--- src/rtl/vram_arbiter.sv ---
// Single-port VRAM arbiter: display reads always win, queued writer pixels fill the gaps.
// Writes pass through an ordered FIFO and can be held off until blanking (tear-free mode).
module vram_arbiter #(
    parameter bit WR_BLANK_ONLY = 1'b0,
    parameter int FIFO_DEPTH    = 4
) (
    input  logic        i_clk,
    input  logic        i_rst,
    input  logic        i_pix_stb,
    input  logic        i_active,
    input  logic [9:0]  i_x,
    input  logic [8:0]  i_y,
    input  logic        i_screenend,
    input  logic        i_wr_valid,
    output logic        o_wr_ready,
    input  logic [8:0]  i_wr_x,
    input  logic [7:0]  i_wr_y,
    input  logic [7:0]  i_wr_data,
    output logic [16:0] o_mem_addr,
    output logic        o_mem_we,
    output logic [7:0]  o_mem_wdata,
    input  logic [7:0]  i_mem_rdata,
    output logic [7:0]  o_pix,
    output logic        o_wr_err,
    output logic [15:0] o_stall_cnt
);
    localparam int AW = $clog2(FIFO_DEPTH);

    typedef enum logic [1:0] {IDLE, DRD, WR} state_t;

    state_t      r_state;
    state_t      w_nextState;

    logic [AW:0] r_wrPtr;
    logic [AW:0] r_rdPtr;
    logic [16:0] r_fifoAddr [FIFO_DEPTH];
    logic [7:0]  r_fifoData [FIFO_DEPTH];

    logic [16:0] r_memAddr;
    logic        r_memWe;
    logic [7:0]  r_memWdata;
    logic [7:0]  r_pix;
    logic        r_rdValid;
    logic        r_blankSeen;
    logic        r_wrErr;
    logic [15:0] r_stallCnt;

    logic        w_empty;
    logic        w_full;
    logic        w_accept;
    logic        w_inRange;
    logic        w_push;
    logic        w_pop;
    logic        w_dispRead;
    logic        w_wrPermit;
    logic [8:0]  w_dispY;
    logic [9:0]  w_dispX;
    logic [16:0] w_dispAddr;
    logic [16:0] w_wrAddr;

    // Extra pointer bit separates full from empty when the indices match
    assign w_empty    = (r_wrPtr == r_rdPtr);
    assign w_full     = (r_wrPtr[AW] != r_rdPtr[AW]) && (r_wrPtr[AW-1:0] == r_rdPtr[AW-1:0]);
    assign o_wr_ready = !w_full && !i_rst;

    assign w_accept   = i_wr_valid && o_wr_ready;
    assign w_inRange  = (i_wr_x < 9'd320) && (i_wr_y < 8'd240);
    assign w_push     = w_accept && w_inRange;
    assign w_pop      = (w_nextState == WR);
    assign w_dispRead = i_pix_stb && i_active;
    assign w_wrPermit = !WR_BLANK_ONLY || !i_active;

    // 640x480 timing maps onto the 320x240 frame by halving both coordinates
    assign w_dispY    = i_y >> 1;
    assign w_dispX    = i_x >> 1;
    assign w_dispAddr = ({8'd0, w_dispY} << 8) + ({8'd0, w_dispY} << 6) + {7'd0, w_dispX};
    assign w_wrAddr   = ({9'd0, i_wr_y} << 8) + ({9'd0, i_wr_y} << 6) + {8'd0, i_wr_x};

    always_ff @(posedge i_clk) begin
        if (i_rst) begin
            r_state <= IDLE;
        end else begin
            r_state <= w_nextState;
        end
    end

    always_comb begin
        w_nextState = IDLE;
        if (w_dispRead) begin
            w_nextState = DRD;
        end else if (!w_empty && w_wrPermit) begin
            w_nextState = WR;
        end
    end

    always_ff @(posedge i_clk) begin
        if (i_rst) begin
            r_memAddr  <= '0;
            r_memWe    <= 1'b0;
            r_memWdata <= '0;
        end else begin
            r_memWe <= (w_nextState == WR);
            case (w_nextState)
                DRD: r_memAddr <= w_dispAddr;
                WR: begin
                    r_memAddr  <= r_fifoAddr[r_rdPtr[AW-1:0]];
                    r_memWdata <= r_fifoData[r_rdPtr[AW-1:0]];
                end
                default: ;
            endcase
        end
    end

    always_ff @(posedge i_clk) begin
        if (i_rst) begin
            r_wrPtr <= '0;
            r_rdPtr <= '0;
        end else begin
            if (w_push) begin
                r_wrPtr <= r_wrPtr + 1'b1;
            end
            if (w_pop) begin
                r_rdPtr <= r_rdPtr + 1'b1;
            end
        end
    end

    always_ff @(posedge i_clk) begin
        if (w_push) begin
            r_fifoAddr[r_wrPtr[AW-1:0]] <= w_wrAddr;
            r_fifoData[r_wrPtr[AW-1:0]] <= i_wr_data;
        end
    end

    // Blanking forces black once; read data lands two cycles after the strobe
    always_ff @(posedge i_clk) begin
        if (i_rst) begin
            r_rdValid   <= 1'b0;
            r_pix       <= '0;
            r_blankSeen <= 1'b1;
        end else begin
            r_rdValid <= (r_state == DRD);
            if (i_pix_stb && !i_active && !r_blankSeen) begin
                r_pix       <= '0;
                r_blankSeen <= 1'b1;
            end else begin
                if (r_rdValid) begin
                    r_pix <= i_mem_rdata;
                end
                if (w_dispRead) begin
                    r_blankSeen <= 1'b0;
                end
            end
        end
    end

    always_ff @(posedge i_clk) begin
        if (i_rst) begin
            r_wrErr    <= 1'b0;
            r_stallCnt <= '0;
        end else begin
            r_wrErr <= w_accept && !w_inRange;
            if (i_screenend) begin
                r_stallCnt <= '0;
            end else if (!w_empty && (r_state != WR) && (r_stallCnt != 16'hFFFF)) begin
                r_stallCnt <= r_stallCnt + 16'd1;
            end
        end
    end

    assign o_mem_addr  = r_memAddr;
    assign o_mem_we    = r_memWe;
    assign o_mem_wdata = r_memWdata;
    assign o_pix       = r_pix;
    assign o_wr_err    = r_wrErr;
    assign o_stall_cnt = r_stallCnt;

endmodule

--- config.mk ---
export PLATFORM = sky130hd
export DESIGN_NAME = vram_arbiter
export DESIGN_NICKNAME = d
export VERILOG_FILES = /design/src/rtl/vram_arbiter.sv
export SDC_FILE = /design/constraint.sdc
export NUM_CORES = 1
export LEC_CHECK = 0
export ABC_AREA = 1
export ABC_CLOCK_PERIOD_IN_PS = 2900
export CORE_UTILIZATION = 50
export CTS_BUF_LIST = sky130_fd_sc_hd__clkbuf_16
export CTS_CLUSTER_DIAMETER = 200
export DETAILED_ROUTE_END_ITERATION = 8
export PLACE_DENSITY = 0.74
export SYNTH_ARGS = -nofsm -noshare
export SYNTH_HDL_FRONTEND = slang
export SYNTH_SLANG_ARGS = --single-unit
--- constraint.sdc ---
create_clock -name i_clk -period 2.9 [get_ports i_clk]
set_clock_uncertainty 0.1 [all_clocks]
set_input_delay 0.58 -clock i_clk [delete_from_list [all_inputs] [get_ports i_clk]]
set_output_delay 0.58 -clock i_clk [all_outputs]
set_load 0.1 [all_outputs]
Word level (Yosys, flattened, before mapping)
Memory sizes are Yosys's and may differ from the RTL's. A register that Yosys moved wholly into a read port is not among the register bits.
Cells that the tools add are included.
{ "word_totals": {"word_cells": 56, "in_bits": 58, "output_inout_bits": 52, "mem_count": 2, "reg_bits": 53, "mem_bits_rw": 100} }
{ "memory_table": {"columns": ["memory", "depth", "width", "rd", "rd_clocked_by_memory_dff", "write_ports", "line", "source"], "rows": [
  ["r_fifoAddr", 4, 17, 1, 1, 1, "36", "logic [16:0] r_fifoAddr [FIFO_DEPTH];"],
  ["r_fifoData", 4, 8, 1, 1, 1, "37", "logic [7:0] r_fifoData [FIFO_DEPTH];"]
]} }
{ "op_classes": {"order_cmp": 2, "add_sub_neg": 7, "reduce_logical": 20, "mux": 7, "eq_ne": 8} }
{ "op_table": {"columns": ["op", "count"], "rows": [
  ["$add 16x14->17", 2],
  ["$add 17x9->17", 2],
  ["$pmux 17 s2", 1],
  ["$add 16x1->16 const B", 1],
  ["$ne 16x16->1 const B", 1],
  ["$logic_and 1x1->1", 11],
  ["$lt 9x9->1 const B", 1],
  ["$lt 8x8->1 const B", 1],
  ["$mux 2", 4],
  ["$add 3x1->3 const B", 2],
  ["$logic_not 1->1", 6],
  ["$eq 2x1->1 const B", 2],
  ["$reduce_or 2->1", 2],
  ["$eq 3x3->1", 1],
  ["$eq 2x2->1", 1],
  ["$eq 2x2->1 const B", 1],
  ["$mux 1", 2],
  ["$ne 2x2->1 const B", 1],
  ["$reduce_bool 2->1", 1],
  ["$ne 1x1->1", 1]
]} }

Depth between registers and ports, before layout
{ "depth": {"ltp_word": 8, "ltp_mapped": 11, "mapped_depth_nobuf": 11} }

Least setup slack after synthesis
Ideal clock, no wire load.
{ "synth_timing": {"kind": "in2reg", "start": "input port i_wr_x[8]", "end": "memory r_fifoAddr[0][0], enable pin", "required_time_ns": 2.393, "n_path_buf": 0, "setup_slack_ns": 0.194, "path_stages": 5, "setup_time_ns": 0.407, "arrival_ns": 2.199, "cell_sequence": "inv_1 nor2_1 nor2_1 nand4_1 nor2_1"} }
{ "synth_between": {"elab_chain_len": 5} }
{ "synth_rtl": {"columns": ["element", "line", "source"], "rows": [
  ["start: declaration", "16", "input logic [8:0] i_wr_x,"],
  ["$lt 9x9->1", "67", "assign w_inRange = (i_wr_x < 9'd320) && (i_wr_y < 8'd240);"],
  ["$logic_and 1x1->1", "67", null],
  ["$logic_and 1x1->1", "68", "assign w_push = w_accept && w_inRange;"],
  ["$mux 1", "129", "if (w_push) begin"],
  ["$mux 1 (not written as such)", "130", "r_fifoAddr[r_wrPtr[AW-1:0]] <= w_wrAddr;"],
  ["end: declaration", "36", null]
]} }
No other way between the ends.

Worst setup path after layout
{ "layout_timing": {"start": "input port i_wr_x[8]", "end": "memory r_fifoAddr[0][14] (data pin)"} }
{ "layout_between": {"elab_chain_len": 1} }
{ "layout_rtl": {"columns": ["element", "line", "source"], "rows": [
  ["$add 17x9->17", "77", "assign w_wrAddr = ({9'd0, i_wr_y} << 8) + ({9'd0, i_wr_y} << 6) + {8'd0, i_wr_x};"],
  ["via w_wrAddr[14]", "59", "logic [16:0] w_wrAddr;"]
]} }
The timed path passes the listed nets, and every way through them passes these cells.

==> metrics.yaml <==
clock_tree:
  cts_buffers: 17
  holdBufCountCts: 0
  clock_path_buffers: 2
  clock_sinks: 162
  cts_setup_buffers: 0
  tritoncts: "yes"
  clkLatencyLatePin_ns: 0.43
  clkTransAtPathRegs_ns: 0.06
  cts_resized: 0
  cts_max_level: 4
  clockRootBuffer: "clkbuf_16"
synthesis:
  synth.yosys.warnings: 0
  syn_nets: 941
  syn_area_mm2: 0.00777
  ys_seq_area_frac: 0.546
  ys_seq_elements: 162
  synth_edf_count: 100
  synth.largest_area_cell: "edfxtp_1"
  synth.top_cells.by_area: "edfxtp_1 39%, dfxtp_1 16%, nand2_1 9.3%"
  syn_area_per_cell_um2: 9.22
  yosysUniqueCellTypes: 35
  syn_inst: 843
  synth_common_cells: "192 x nand2_1, 100 x edfxtp_1, 96 x nor2_1"
  synthFlopType: "edfxtp_1"
  synthMostInstantiatedCell: "nand2_1"
  synth_top_area_frac: 0.386
  synthArstFlopShare: 0
die:
  die_h_um: 127
  initial_core_util: 0.511
  die_area_mm2: 0.0160
  ios: 110
  row_count: 45
  dieWidth_um: 127
  core_area_mm2: 0.0152
drt:
  drc: 0
  drt_pass1_iterations: 5
  wire_per_inst_um: 14.5
  viasPerCell: 5.21
  drt_iter0_markers: 377
  drtAntennaViolNets: 0
  finalWirelength_um: 17100
  via_count: 6144
worst_setup_path:
  rrSetupSlack_ns: 0.75
  critPathLaunchType: "primary input"
  ff2ff_path_depth: 9
  path_class: "in2reg"
  endpoint_kind: "flop"
  worstReg2RegStart: "r_rdPtr[0]"
  cp_max_fo: 4
  cp_data_required_time_ns: 2.98
  arrival_ns: 2.74
  reg2reg_to: "o_stall_cnt[0]"
sta:
  worst_pin_slew_ns: 0.533
  setup_violations: 0
  slew_viol_final: 0
  fmax_ghz: 0.376
  hold_viol: 0
  period_needed_ns: 2.66
  relSlewSlack: 0.644
  setup_slack_ns: 0.244
  rsz0062_at_grt: "false"
  period_share: 0.916
global_routing:
  grt_first_pass_wirelength_um: 27900
  antenna_found_initial: 0
  grt_usage: 0.225
  gr-max-usage-layer: "met2"
  grt_overflow_total: 0
  grt_max_degree: 36
  grt_use_met2: 0.387
  grt_pass1_vias: 5719
  grt_use_met3: 0.0489
  grtUsageMet1: 0.285
pwr:
  ir_worst_vdd_mv: 0.492
  p_leak_nw: 3.99
  power.density_mw_per_mm2: 877
cells_and_area:
  seq_area_mm2: 0.00424
  layoutNonFillerInstCount: 1179
  fin_util: 0.642
  final_layout_size_suffix_gt1_frac: 0.166
  nets: 1076
  syn_to_final_growth_pct: 25.6
  fill_cells: 1241
  multi_input_area_mm2: 0.00310
  n_antenna_cell: 0
hold_path:
  hold_end: "r_rdValid"
  min_from: "r_state[0]"
  worstHoldPathCells: 2
  holdCritPathClass: "reg2reg"
placed_design:
  place.gp.congestion: 0.886
  place_worst_setup_slack_ns: -0.207
  post-dp-hpwl_um: 11900
  port-buffer-count: 107
  dp_cells: 1147
run:
  drv_cap: 0
run_status:
  outcome: "completed"
[cells in the final DEF (no fill, tap or decap), types with 4 or more instances in the layout]
| cell | count |
|---|---|
| clkbuf_16 | 17 |
| a21oi_2 | 10 |
| fa_1 | 4 |
| nor2_1 | 92 |
| o21ai_0 | 61 |
| nand3_1 | 48 |
| nand3b_1 | 4 |
| dfxtp_1 | 62 |
| xor2_1 | 13 |
| nand2_1 | 192 |
| clkdlybuf4s50_1 | 55 |
| inv_1 | 67 |
| nand2_2 | 18 |
| buf_4 | 85 |
| o22ai_1 | 13 |
| a21oi_1 | 57 |
| inv_2 | 4 |
| nand4_1 | 9 |
| edfxtp_1 | 100 |
| ha_1 | 36 |
| xnor2_1 | 5 |
| nor2_2 | 4 |
| inv_6 | 7 |
| buf_12 | 5 |
[metrics by stage]
stage	hold WS (ns)	power, mW	setup TNS [ns]	instance area, µm²
3_5_place_dp	0.327	6.27	-3.52	9140
6_report	0.341	8.57	0	9760
3_3_place_gp	0.334	6.22	-2.20	9140
2_1_floorplan	0.314	5.42	0	7770
4_1_cts	0.336	8.61	0	9760
5_1_grt	0.369	8.96	0	9760
[sequential cells by signal, indices dropped and copies added (netlist names), named ones only]
signal	cells
o_mem_wdata	8
r_wrPtr	3
r_fifoData	32
r_state	2
o_pix	8
o_stall_cnt	16
r_rdPtr	3
r_blankSeen	1
o_wr_err	1
o_mem_addr	17
r_rdValid	1
r_fifoAddr	68
[worst max-delay path: stages]
cell	delay, ns
clkdlybuf4s50_1	0.45
inv_1	0.06
fa_1	0.59
inv_1	0.06
ha_1	0.20
a21oi_1	0.18
nand2_1	0.10
nand3_1	0.08
nand3_1	0.10
xor2_1	0.16
buf_4	0.16
[worst max-delay path by stage]
| stage | startpoint | endpoint | slack (ns) | depth (start not counted) |
|---|---|---|---|---|
| finish | i_wr_x[8] | r_fifoAddr[0][14] | 0.24 | 11 |
| global route | i_wr_y[0] | r_fifoAddr[0][14] | 0.08 | 11 |
| CTS | i_wr_x[8] | r_fifoAddr[0][14] | 0.24 | 11 |
| detailed placement | i_wr_x[8] | r_fifoAddr[3][14] | -0.21 | 11 |
| global placement | i_wr_x[8] | r_fifoAddr[0][15] | -0.16 | 9 |
| floorplan | i_wr_x[8] | r_fifoAddr[0][0] | 0.19 | 5 |
[cell type report]
class,instances,share of cell area
clock buffers,17,0.0436
clock inverters,15,0.0199
inverters,72,0.0279
multi-input cells,580,0.318
flip-flops and latches,162,0.435
well taps,188,0.0241
repair buffers,145,0.132
[metal layers]
| metal | share of wire | vias up |
|---|---|---|
| met5 | 0 | - |
| li1 | - | 3101 |
| met1 | 0.44 | 2848 |
| met4 | 0.0097 | 0 |
| met2 | 0.49 | 183 |
| met3 | 0.061 | 12 |
[cells by family after synthesis]
logic type	after synthesis	share of synthesized area
compound gates	146	0.102
xor+xnor	18	0.0203
flops	162	0.546
fa+ha+maj	40	0.0683
buf+inv	101	0.0560
simple gates	376	0.207
[where the power goes]
group	switching (mW)	total [mW]	internal (mW)
registers	0.134	2.82	2.69
clock network	0.955	2.34	1.38
logic	2.50	3.40	0.902
total	3.59	8.57	4.97
No activity file was read; power rests on OpenSTA's default activity.
